==> config.mk <==
export PLATFORM = sky130hd
export DESIGN_NAME = code_detector_param
export DESIGN_NICKNAME = d
export VERILOG_FILES = /design/src/rtl/code_detector_param.sv
export SDC_FILE = /design/constraint.sdc
export NUM_CORES = 1
export LEC_CHECK = 0
export ABC_AREA = 1
export BUFFER_PORTS_ARGS = -buffer_cell sky130_fd_sc_hd__buf_2
export CAP_MARGIN = 10
export CORE_MARGIN = 4
export CORE_UTILIZATION = 55
export CTS_CLUSTER_SIZE = 28
export DETAILED_ROUTE_END_ITERATION = 16
export PLACE_DENSITY = 0.79
export SLEW_MARGIN = 0
export SYNTH_ARGS = -nofsm -noshare
export SYNTH_HDL_FRONTEND = slang
export SYNTH_SLANG_ARGS = --single-unit
==> constraint.sdc <==
create_clock -name Clk -period 2 [get_ports Clk]
set_input_delay 0.3 -clock Clk [delete_from_list [all_inputs] [get_ports Clk]]
set_output_delay 0.3 -clock Clk [all_outputs]
set_load 0.05 [all_outputs]
==> src/rtl/code_detector_param.sv <==
// rtl/code_detector_param.sv - programmable button-sequence door-code detector with fail counter and lockout
// Optional macro CODE_DET_IDLE_HOLD_EN: all-zero Btn holds the sequence index instead of failing.
module code_detector_param #(
  parameter int NUM_BTN     = 3,
  parameter int CODE_LEN    = 4,
  parameter logic [NUM_BTN*CODE_LEN-1:0] CODE_DEFAULT = 12'h88C,
  parameter int MAX_FAIL    = 3,
  parameter int LOCKOUT_CYC = 16
) (
  input  logic                          Clk,
  input  logic                          Rst,
  input  logic                          Start,
  input  logic [NUM_BTN-1:0]            Btn,
  input  logic                          Prog,
  input  logic [NUM_BTN*CODE_LEN-1:0]   Code_in,
  output logic                          U,
  output logic                          Busy,
  output logic                          Locked,
  output logic [$clog2(MAX_FAIL+1)-1:0] Fail_cnt
);

  localparam int IW = (CODE_LEN > 1) ? $clog2(CODE_LEN) : 1;
  localparam int FW = $clog2(MAX_FAIL + 1);
  localparam int TW = $clog2(LOCKOUT_CYC + 1);

  typedef enum logic [1:0] {
    ST_WAIT    = 2'd0,
    ST_SEQ     = 2'd1,
    ST_OPEN    = 2'd2,
    ST_LOCKOUT = 2'd3
  } state_t;

  state_t                        state_q, state_d;
  logic [IW-1:0]                 idx_q, idx_d;
  logic [NUM_BTN*CODE_LEN-1:0]   code_q, code_d;
  logic [FW-1:0]                 fail_q, fail_d;
  logic [TW-1:0]                 timer_q, timer_d;
  logic                          u_q, u_d;
  logic                          busy_q, busy_d;
  logic                          locked_q, locked_d;
  logic [NUM_BTN-1:0]            exp_sym;
  logic                          hold;

  always_comb begin
    exp_sym = code_q[NUM_BTN-1:0];
    for (int i = 0; i < CODE_LEN; i++) begin
      if (idx_q == IW'(i)) exp_sym = code_q[i*NUM_BTN +: NUM_BTN];
    end
  end

`ifdef CODE_DET_IDLE_HOLD_EN
  // Released buttons between presses wait for the next symbol rather than failing.
  assign hold = (Btn == '0) && (exp_sym != '0);
`else
  assign hold = 1'b0;
`endif

  always_comb begin
    state_d = state_q;
    idx_d   = idx_q;
    code_d  = code_q;
    fail_d  = fail_q;
    timer_d = timer_q;
    case (state_q)
      ST_WAIT: begin
        if (Prog) begin
          code_d = Code_in;
        end else if (Start) begin
          state_d = ST_SEQ;
          idx_d   = '0;
        end
      end
      ST_SEQ: begin
        if (hold) begin
          idx_d = idx_q;
        end else if (Btn == exp_sym) begin
          if (idx_q == IW'(CODE_LEN - 1)) begin
            state_d = ST_OPEN;
            idx_d   = '0;
          end else begin
            idx_d = idx_q + 1'b1;
          end
        end else begin
          idx_d = '0;
          if (int'(fail_q) < MAX_FAIL) fail_d = fail_q + 1'b1;
          if (int'(fail_q) + 1 >= MAX_FAIL) begin
            state_d = ST_LOCKOUT;
            timer_d = TW'(LOCKOUT_CYC);
          end else begin
            state_d = ST_WAIT;
          end
        end
      end
      ST_OPEN: begin
        state_d = ST_WAIT;
        fail_d  = '0;
      end
      ST_LOCKOUT: begin
        // Leaving on timer==1 keeps Locked high for exactly LOCKOUT_CYC cycles.
        if (timer_q <= TW'(1)) begin
          state_d = ST_WAIT;
          fail_d  = '0;
          timer_d = '0;
        end else begin
          timer_d = timer_q - 1'b1;
        end
      end
      default: state_d = ST_WAIT;
    endcase
    u_d      = (state_d == ST_OPEN);
    busy_d   = (state_d == ST_SEQ);
    locked_d = (state_d == ST_LOCKOUT);
  end

  always_ff @(posedge Clk or negedge Rst) begin
    if (!Rst) begin
      state_q  <= ST_WAIT;
      idx_q    <= '0;
      code_q   <= CODE_DEFAULT;
      fail_q   <= '0;
      timer_q  <= '0;
      u_q      <= 1'b0;
      busy_q   <= 1'b0;
      locked_q <= 1'b0;
    end else begin
      state_q  <= state_d;
      idx_q    <= idx_d;
      code_q   <= code_d;
      fail_q   <= fail_d;
      timer_q  <= timer_d;
      u_q      <= u_d;
      busy_q   <= busy_d;
      locked_q <= locked_d;
    end
  end

  assign U        = u_q;
  assign Busy     = busy_q;
  assign Locked   = locked_q;
  assign Fail_cnt = fail_q;

endmodule
# Word level (Yosys, flattened, before mapping)
# Cells that the tools add are included.
# classes
n_eq_ne,16
add_sub_neg,4
muxes,23
order_cmp,3
reduce_logical,8
# ops
op,count
2-bit two-way mux,13
5-bit two-way mux,3
2-bit equality test (second input constant),6
2-bit != test (second input constant),6
5-bit case mux with 2 select lines,1
3-bit two-way mux,3
2-bit case mux with 4 select lines,1
2-bit by 1-bit equality test with 1-bit output (second input constant),3
2-bit case mux with 3 select lines,1
3-bit AND reduction,2
5-bit by 1-bit less-or-equal comparator with 1-bit output (second input constant),1
5-bit by 1-bit subtractor with 5-bit output (second input constant),1
2-bit by 1-bit adder with 2-bit output (second input constant),2
2-bit case mux with 2 select lines,1
4-bit AND reduction,1
2-bit nonzero test,2
2-bit by 1-bit adder with 3-bit output (second input constant),1
3-bit equality test,1
3-bit by 2-bit greater-or-equal comparator with 1-bit output (second input constant),1
3-bit nonzero test,1
2-bit logical NOT,1
2-bit < comparator (second input constant),1
2-bit AND reduction,1
# word_totals
inputBits,19
reg_bits,26
wordCells,62

# Logic depth before layout (Yosys ltp)
# Gate-level depths: netlist of the first run.
# logic_depth
word_depth,8
mapped_depth,16
depth_no_buf,16

# Least setup slack after synthesis of the first run
# OpenSTA, ideal clock, no wires.
# synth_path
path_kind,flip-flop to flip-flop
start,register idx_q[1]
end,"register fail_q[0], in the netlist Fail_cnt[0]"
arrival_time_ps,1516
setup_time_ps,123
path_stages_with_launch,16
slack_ps,361
path_cell_list,dfrtp_1 inv_1 ha_1 inv_2 nand2_1 nand3_1 nand2_1 nand2_1 nand2_1 nand2_1 nor2_2 nand3_2 nand2_1 inv_2 nand3_1 o21ai_1
# synth_via
elab_chain_len,7
# synth_rtl
item,line_no,source
"start, declared",34,"logic [IW-1:0] idx_q, idx_d;"
"start signal, assigned",127,idx_q <= idx_d;
2-bit by 1-bit equality test with 1-bit output,47,if (idx_q == IW'(i)) exp_sym = code_q[i*NUM_BTN +: NUM_BTN];
3-bit two-way mux (2 in a row),47,
3-bit two-way mux *,47,
3-bit equality test *,76,end else if (Btn == exp_sym) begin
2-bit != test (no source line) *,--,
4-bit AND reduction (no source line) *,--,
"end signal, assigned",129,fail_q <= fail_d;
"end, declared",36,"logic [FW-1:0] fail_q, fail_d;"
# Mark *: on every way between the ends. The rest lies on a longest branch, timed or not.
# A chain may end at the register's enable or synchronous reset.

# Worst setup path after layout of the first run
# layout_path
start,register idx_q[0]
end,register idx_q[1]
# layout_via
elab_chain_len,7
# layout_rtl
item,line_no,source
2-bit by 1-bit equality test with 1-bit output,47,
3-bit two-way mux (3 in a row),47,
3-bit equality test,76,
2-bit two-way mux *,76,
2-bit case mux with 2 select lines *,64,case (state_q)
# Marks and branches as above.

==> metrics.cfg, run 1 <==
[worst_setup_path]
r2r_slack_ps=130
slowest_stage=dfrtp_1
crit_fanout=4
cp_common_cell=nand2_1
critPathCaptureType=register
crit_type=reg -> reg
required_ps=2250
cp.arrival_ps=2120
cp_slowest_stage_delay_ps=430
worstPathCellList=inv_1, ha_4, inv_2, nor2_1, nor2_1, nand2_1, nand2_1, nand2_1, nand2_1, nor2_2, nand3_2, buf_4, o22ai_1
cp-start-kind=register
worst_path_dominant_cell_family=simple AND/OR/NAND/NOR gates
crit_buf_inv=3

[yosys]
avgSynthCellArea_um2=8.595
yosys_warnings=0
async_flop_share_pct=100.0
ys.flop_type=dfrtp_1
netlist_instances=168
synth_fp_nets=195
seq_area_frac_synth_pct=45.41
syn-cell-area_um2=1444
synth-edff-count=0
synth.distinct_cells=28
synth-seq-cells=26

[route]
dr.pass1.iters=4
postRouteAntennaNets=0
wl_met1_mm=1.290
top_layer=met4
routedWlPerCell_um=12.80
dr_wl_met3_um=165
drc=0
vias=1222
dr.first_iter.drc_count=36
wl_mm=2.932
wl_met2_mm=1.435
vias_per_cell=5.336

[timing]
timing.fmax_ghz=0.5351
period_share_pct=93.44
maxSlewViolCount=0
finalHoldViolations=0
tightestPinTransition_ps=573.8
tns_ps=0
finClkSkew_ps=3.680
slew_headroom_pct=61.75
hold_ws_ps=190.2
finalCriticalPeriod_ps=1869
setup_viol=0
setup_ws_ps=131.3

[cts]
cts.sinks=26
cts_htree_levels=1
insertion_delay_ps=320
clk_pin_slew_worst_paths_ps=140
cts_tree=built
numCtsBuffers=3
root_buffer=clkbuf_4
cts_buffer_depth=2

[power_and_ir_drop]
power_density_nw_per_um2=1341
total_power_mw=2.264
p_leak_nw=0.8823
ir_worst_vdd_uv=888.9

[hold_path]
min_path_type=in -> reg

[layout]
n_antenna_cell=0
fin_area_um2=1688
drive_above_1_share_pct=32.16
syn2layout_area_growth_pct=16.90
layout_commonest_cell=nand2_1
fillers=201
num-nets-final=227
final_cell_mix=36 x nand2_1, 23 x buf_2, 22 x dfrtp_1

[grt]
grt_pass1_wl_mm=5.133
grt-ovfl-total=0
grt_pass1_vias=1232
grt_max_degree=27
track_usage_pct=19.17
antenna_found_initial=0

[status]
outcome=completed

[placed_design]
place_ws_ps=161.0
numPortBuffers=23
place_congestion=0.8258
placed_area_um2=1599
dp_hpwl_mm=2.198

[floorplan]
start_util_pct=57.76
die_h_um=59.24
rows=18
boundaryPins=24
die_area_um2=3509
core_um2=2500
fp.dieW_um=59.24

[run]
maxCapViolations=0

repair_timing:
| item | 4_1_cts | 5_1_grt |
|---|---|---|
| hold buffers | 1 | 0 |
| hold endpoints to repair | 22 | 0 |
| buffers inserted | 0 | 3 |
| gates resized for setup | 0 | 5 |
| endpoints found under the setup margin | 0 | 10 |
report_power, final:
| part | switching, mW | internal (mW) |
|---|---|---|
| clock | 0.158 | 0.111 |
| combinational | 0.692 | 0.415 |
| sequential | 0.133 | 0.754 |
metrics by stage:
step,cells,utilization (%)
2_1_floorplan,168,-
3_3_place_gp,221,63.96
3_5_place_dp,221,63.96
4_1_cts,226,65.82
5_1_grt,229,67.52
6_report,229,67.52
kinds of logic after synthesis:
kind of cell | after synthesis | share of synthesized area, %
simple gates | 81 | 26.69
buf+inv | 26 | 6.845
flops | 26 | 45.41
compound gates | 17 | 6.499
mux | 9 | 7.019
fa+ha+maj | 8 | 6.933
xor+xnor | 1 | 0.6067
Yosys cell counts (all sizes together) (2+ instances only):
| master | instances | area share, % |
|---|---|---|
| a21oi | 7 | 2.4 |
| dfrtp | 22 | 38 |
| inv | 25 | 6.5 |
| nand2 | 42 | 12 |
| mux2 | 9 | 7.0 |
| nor2 | 15 | 4.2 |
| dfstp | 4 | 7.3 |
| o21ai | 5 | 1.7 |
| or2 | 2 | 0.87 |
| o22ai | 2 | 0.87 |
| nand3 | 18 | 8.0 |
| ha | 8 | 6.9 |
routing by layer:
layer,track usage (%),up-vias
met3,3.050,5
met4,6.796,0
met2,34.32,43
met5,0,-
met1,22.97,574
li1,-,600
worst reg2reg max path: stages (launching register included):
cell and delay, ps:
dfrtp_1 430, inv_1 150, ha_4 170, inv_2 50, nor2_1 80, nor2_1 40, nand2_1 90, nand2_1 50
nand2_1 50, nand2_1 70, nor2_2 170, nand3_2 150, buf_4 170, o22ai_1 110
worst paths after layout:
| check | from | to | depth (start not counted) |
|---|---|---|---|
| setup / recovery | idx_q[0]$_DFFE_PN0P_ | idx_q[1]$_DFFE_PN0P_ | 13 |
| hold / removal | Code_in[3] | code_q[3]$_DFFE_PN1P_ | 3 |
| setup reg to reg | idx_q[0]$_DFFE_PN0P_ | idx_q[1]$_DFFE_PN0P_ | 13 |
| hold reg to reg | code_q[3]$_DFFE_PN1P_ | code_q[3]$_DFFE_PN1P_ | 2 |
| max in group asynchronous | Rst | code_q[7]$_DFFE_PN1P_ | 2 |
| min in group asynchronous | Rst | U$_DFF_PN0_ | 2 |
sequential cells by signal, indices dropped and copies added (netlist names):
register / count
U: 1
Busy: 1
code_q: 12
timer_q: 5
Fail_cnt: 2
state_q: 2
Locked: 1
idx_q: 2
area by class of cell:
| cell class | instances | area (µm²) | share of cell area, % |
|---|---|---|---|
| flip-flops and latches | 26 | 655.6 | 38.84 |
| inverters | 25 | 93.84 | 5.560 |
| multi-input cells | 116 | 709.4 | 42.03 |
| well taps | 30 | 37.54 | 2.224 |
| repair buffers | 28 | 155.1 | 9.192 |
| clock buffers | 4 | 36.28 | 2.150 |
Note: power is estimated with default switching activity, not from simulation.
==> run 2: changes to the inputs <==
- CELL_PAD_IN_SITES_DETAIL_PLACEMENT: unset -> 1
- CELL_PAD_IN_SITES_GLOBAL_PLACEMENT: unset -> 2
- CORE_UTILIZATION: 55 -> 33
==> metrics.cfg, run 2 (synthesis gave the netlist of run 1 again) <==
[floorplan]
die_area_um2=5497  ; +57%
boundaryPins=24  ; unchanged
start_util_pct=35.09  ; -23 points
rows=23  ; +5
core_um2=4115  ; +65%
fp.dieW_um=74.15  ; +25%
die_h_um=74.15  ; +25%

[worst_setup_path]
crit_fanout=6  ; +2
cp-start-kind=register
cp.arrival_ps=2000  ; -120 ps
required_ps=2180  ; -70 ps
crit_type=reg -> reg
critPathCaptureType=register

[layout]
top_regs=code_q x12, timer_q x5
fillers=511  ; +150%
final_cell_mix=36 x nand2_1, 23 x buf_2, 22 x dfrtp_1
syn2layout_area_growth_pct=19.24
layout_commonest_cell=nand2_1
n_antenna_cell=0  ; unchanged
fin_area_um2=1722  ; +2.0%
drive_above_1_share_pct=32.99  ; +0.83 points
num-nets-final=225  ; -0.88%
largest_reg_flops=12  ; unchanged
regMostFlops=code_q

[placed_design]
place_congestion=0.8112  ; -1.8%
placed_area_um2=1624  ; +1.6%
dp_hpwl_mm=2.681  ; +22%
place_ws_ps=65.42  ; -95.56 ps
numPortBuffers=23  ; unchanged

[grt]
grt_pass1_vias=1347  ; +9.3%
grt_pass1_wl_mm=6.141  ; +20%
grt_max_degree=27  ; unchanged
grt-ovfl-total=0  ; unchanged
antenna_found_initial=0  ; unchanged
track_usage_pct=14.47  ; -4.7 points

[route]
drc=0  ; unchanged
dr.pass1.iters=4  ; unchanged
vias_per_cell=4.794  ; -10%
dr.first_iter.drc_count=18  ; -50%
postRouteAntennaNets=0  ; unchanged
vias=1184  ; -3.1%
wl_mm=3.376  ; +15%
routedWlPerCell_um=13.67  ; +6.8%

[power_and_ir_drop]
ir_worst_vdd_uv=344.1  ; -61%
sw_frac_of_total_pct=42.89  ; -0.54 points
internal_power_mw=1.356  ; +5.9%
power_density_nw_per_um2=1379  ; +2.8%
p_leak_nw=0.8779  ; -0.49%
seqPwrFrac_pct=37.7  ; -1.5 points
p_clk_share_pct=14.7  ; +2.8 points
comb_power_share_pct=47.7  ; -1.2 points
p_sw_mw=1.018  ; +3.6%

[timing]
slew_headroom_pct=59.53  ; -2.2 points
finClkSkew_ps=7.109  ; +3.429 ps
tightestPinTransition_ps=605.4  ; +31.58 ps
period_share_pct=90.98  ; -2.5 points
finalHoldViolations=0  ; unchanged
setup_ws_ps=180.5  ; +49.24 ps
maxSlewViolCount=0  ; unchanged
setup_viol=0  ; unchanged
finalCriticalPeriod_ps=1820  ; -49.24 ps
timing.fmax_ghz=0.5496  ; +2.7%

[run]
maxCapViolations=0  ; unchanged

[cts]
cts_htree_levels=1  ; unchanged
clk_pin_slew_worst_paths_ps=90  ; -50 ps
root_buffer=clkbuf_8
cts.sinks=26  ; unchanged
numCtsBuffers=3  ; unchanged
cts_tree=built
insertion_delay_ps=280  ; -40 ps
cts_buffer_depth=2  ; unchanged

[status]
outcome=completed

[hold_path]
min_path_type=in -> async

run 2: cell types whose count changed in the layout (fill, tap and decap cells not counted), sizes merged:
| cell | previous run | this run |
|---|---|---|
| buf | 27 | 26 |
| dlygate4sd3 | 1 | 0 |
run 2: area by class of cell:
cell class	count	area, µm²	share of cell area [%]
clock buffers	4	55.05	3.198
well taps	50	62.56	3.634
inverters	25	93.84	5.451
flip-flops and latches	26	655.6	38.08
repair buffers	26	137.6	7.994
multi-input cells	116	716.9	41.64
run 2: final timing paths:
kind                                  startpoint                      to  slack [ps]  cells past startpoint
max                         idx_q[0]$_DFFE_PN0P_        Locked$_DFF_PN0_         180                     12
min                                          Rst  timer_q[2]$_DFFE_PN0P_          10                      1
max reg2reg                 idx_q[0]$_DFFE_PN0P_        Locked$_DFF_PN0_         180                     12
min reg2reg                code_q[3]$_DFFE_PN1P_   code_q[3]$_DFFE_PN1P_         490                      2
max in group asynchronous                    Rst  timer_q[3]$_DFFE_PN0P_        1600                      1
min in group Clk                     Code_in[11]  code_q[11]$_DFFE_PN1P_         250                      2
run 2: timing repair:
item / CTS / global route
endpoints found under the setup margin: 0 / 12
endpoints found under the hold margin: 0 / 0
hold buffers: 0 / 0
buffers inserted: 0 / 2
gates resized for setup: 0 / 8
run 2: power by group through the flow:
| stage | sequential, mW | combinational, mW | clock (mW) |
|---|---|---|---|
| 2_1_floorplan | 0.980 | 0.733 | 0 |
| 3_3_place_gp | 0.893 | 1.06 | 0 |
| 3_5_place_dp | 0.903 | 1.10 | 0 |
| 4_1_cts | 0.896 | 1.11 | 0.362 |
| 5_1_grt | 0.918 | 1.30 | 0.389 |
| 6_report | 0.894 | 1.13 | 0.348 |
run 2: metrics by stage:
step	std cells	power (mW)	hold slack, ps	setup TNS, ps	utilization (%)
final	247	2.374	14.63	0	41.84
after global routing	247	2.603	59.41	-57.00	41.84
after CTS	245	2.365	36.98	0	40.80
after detailed placement	241	2.004	344.5	0	39.46
after global placement	241	1.953	324.8	0	39.46
after floorplan	168	1.713	4.409	0	-
run 2: per-layer routing:
layer | routed length [µm] | vias to the layer above | GRT usage [%]
met5 | 0 | - | 0
met4 | 49 | 0 | 4.829
met3 | 109 | 5 | 2.432
met2 | 1686 | 15 | 25.79
met1 | 1530 | 568 | 17.62
li1 | - | 596 | -
run 2: critical path, cell delays in order (launching register included):
cell and delay (ps):
dfrtp_1 390, buf_4 150, ha_2 230, a21oi_1 160
nand2_2 100, nand3_1 70, nand2_1 80, nor2_4 110
nand4_1 130, nand3_2 110, nand2_2 70, nand2_1 80
inv_1 30
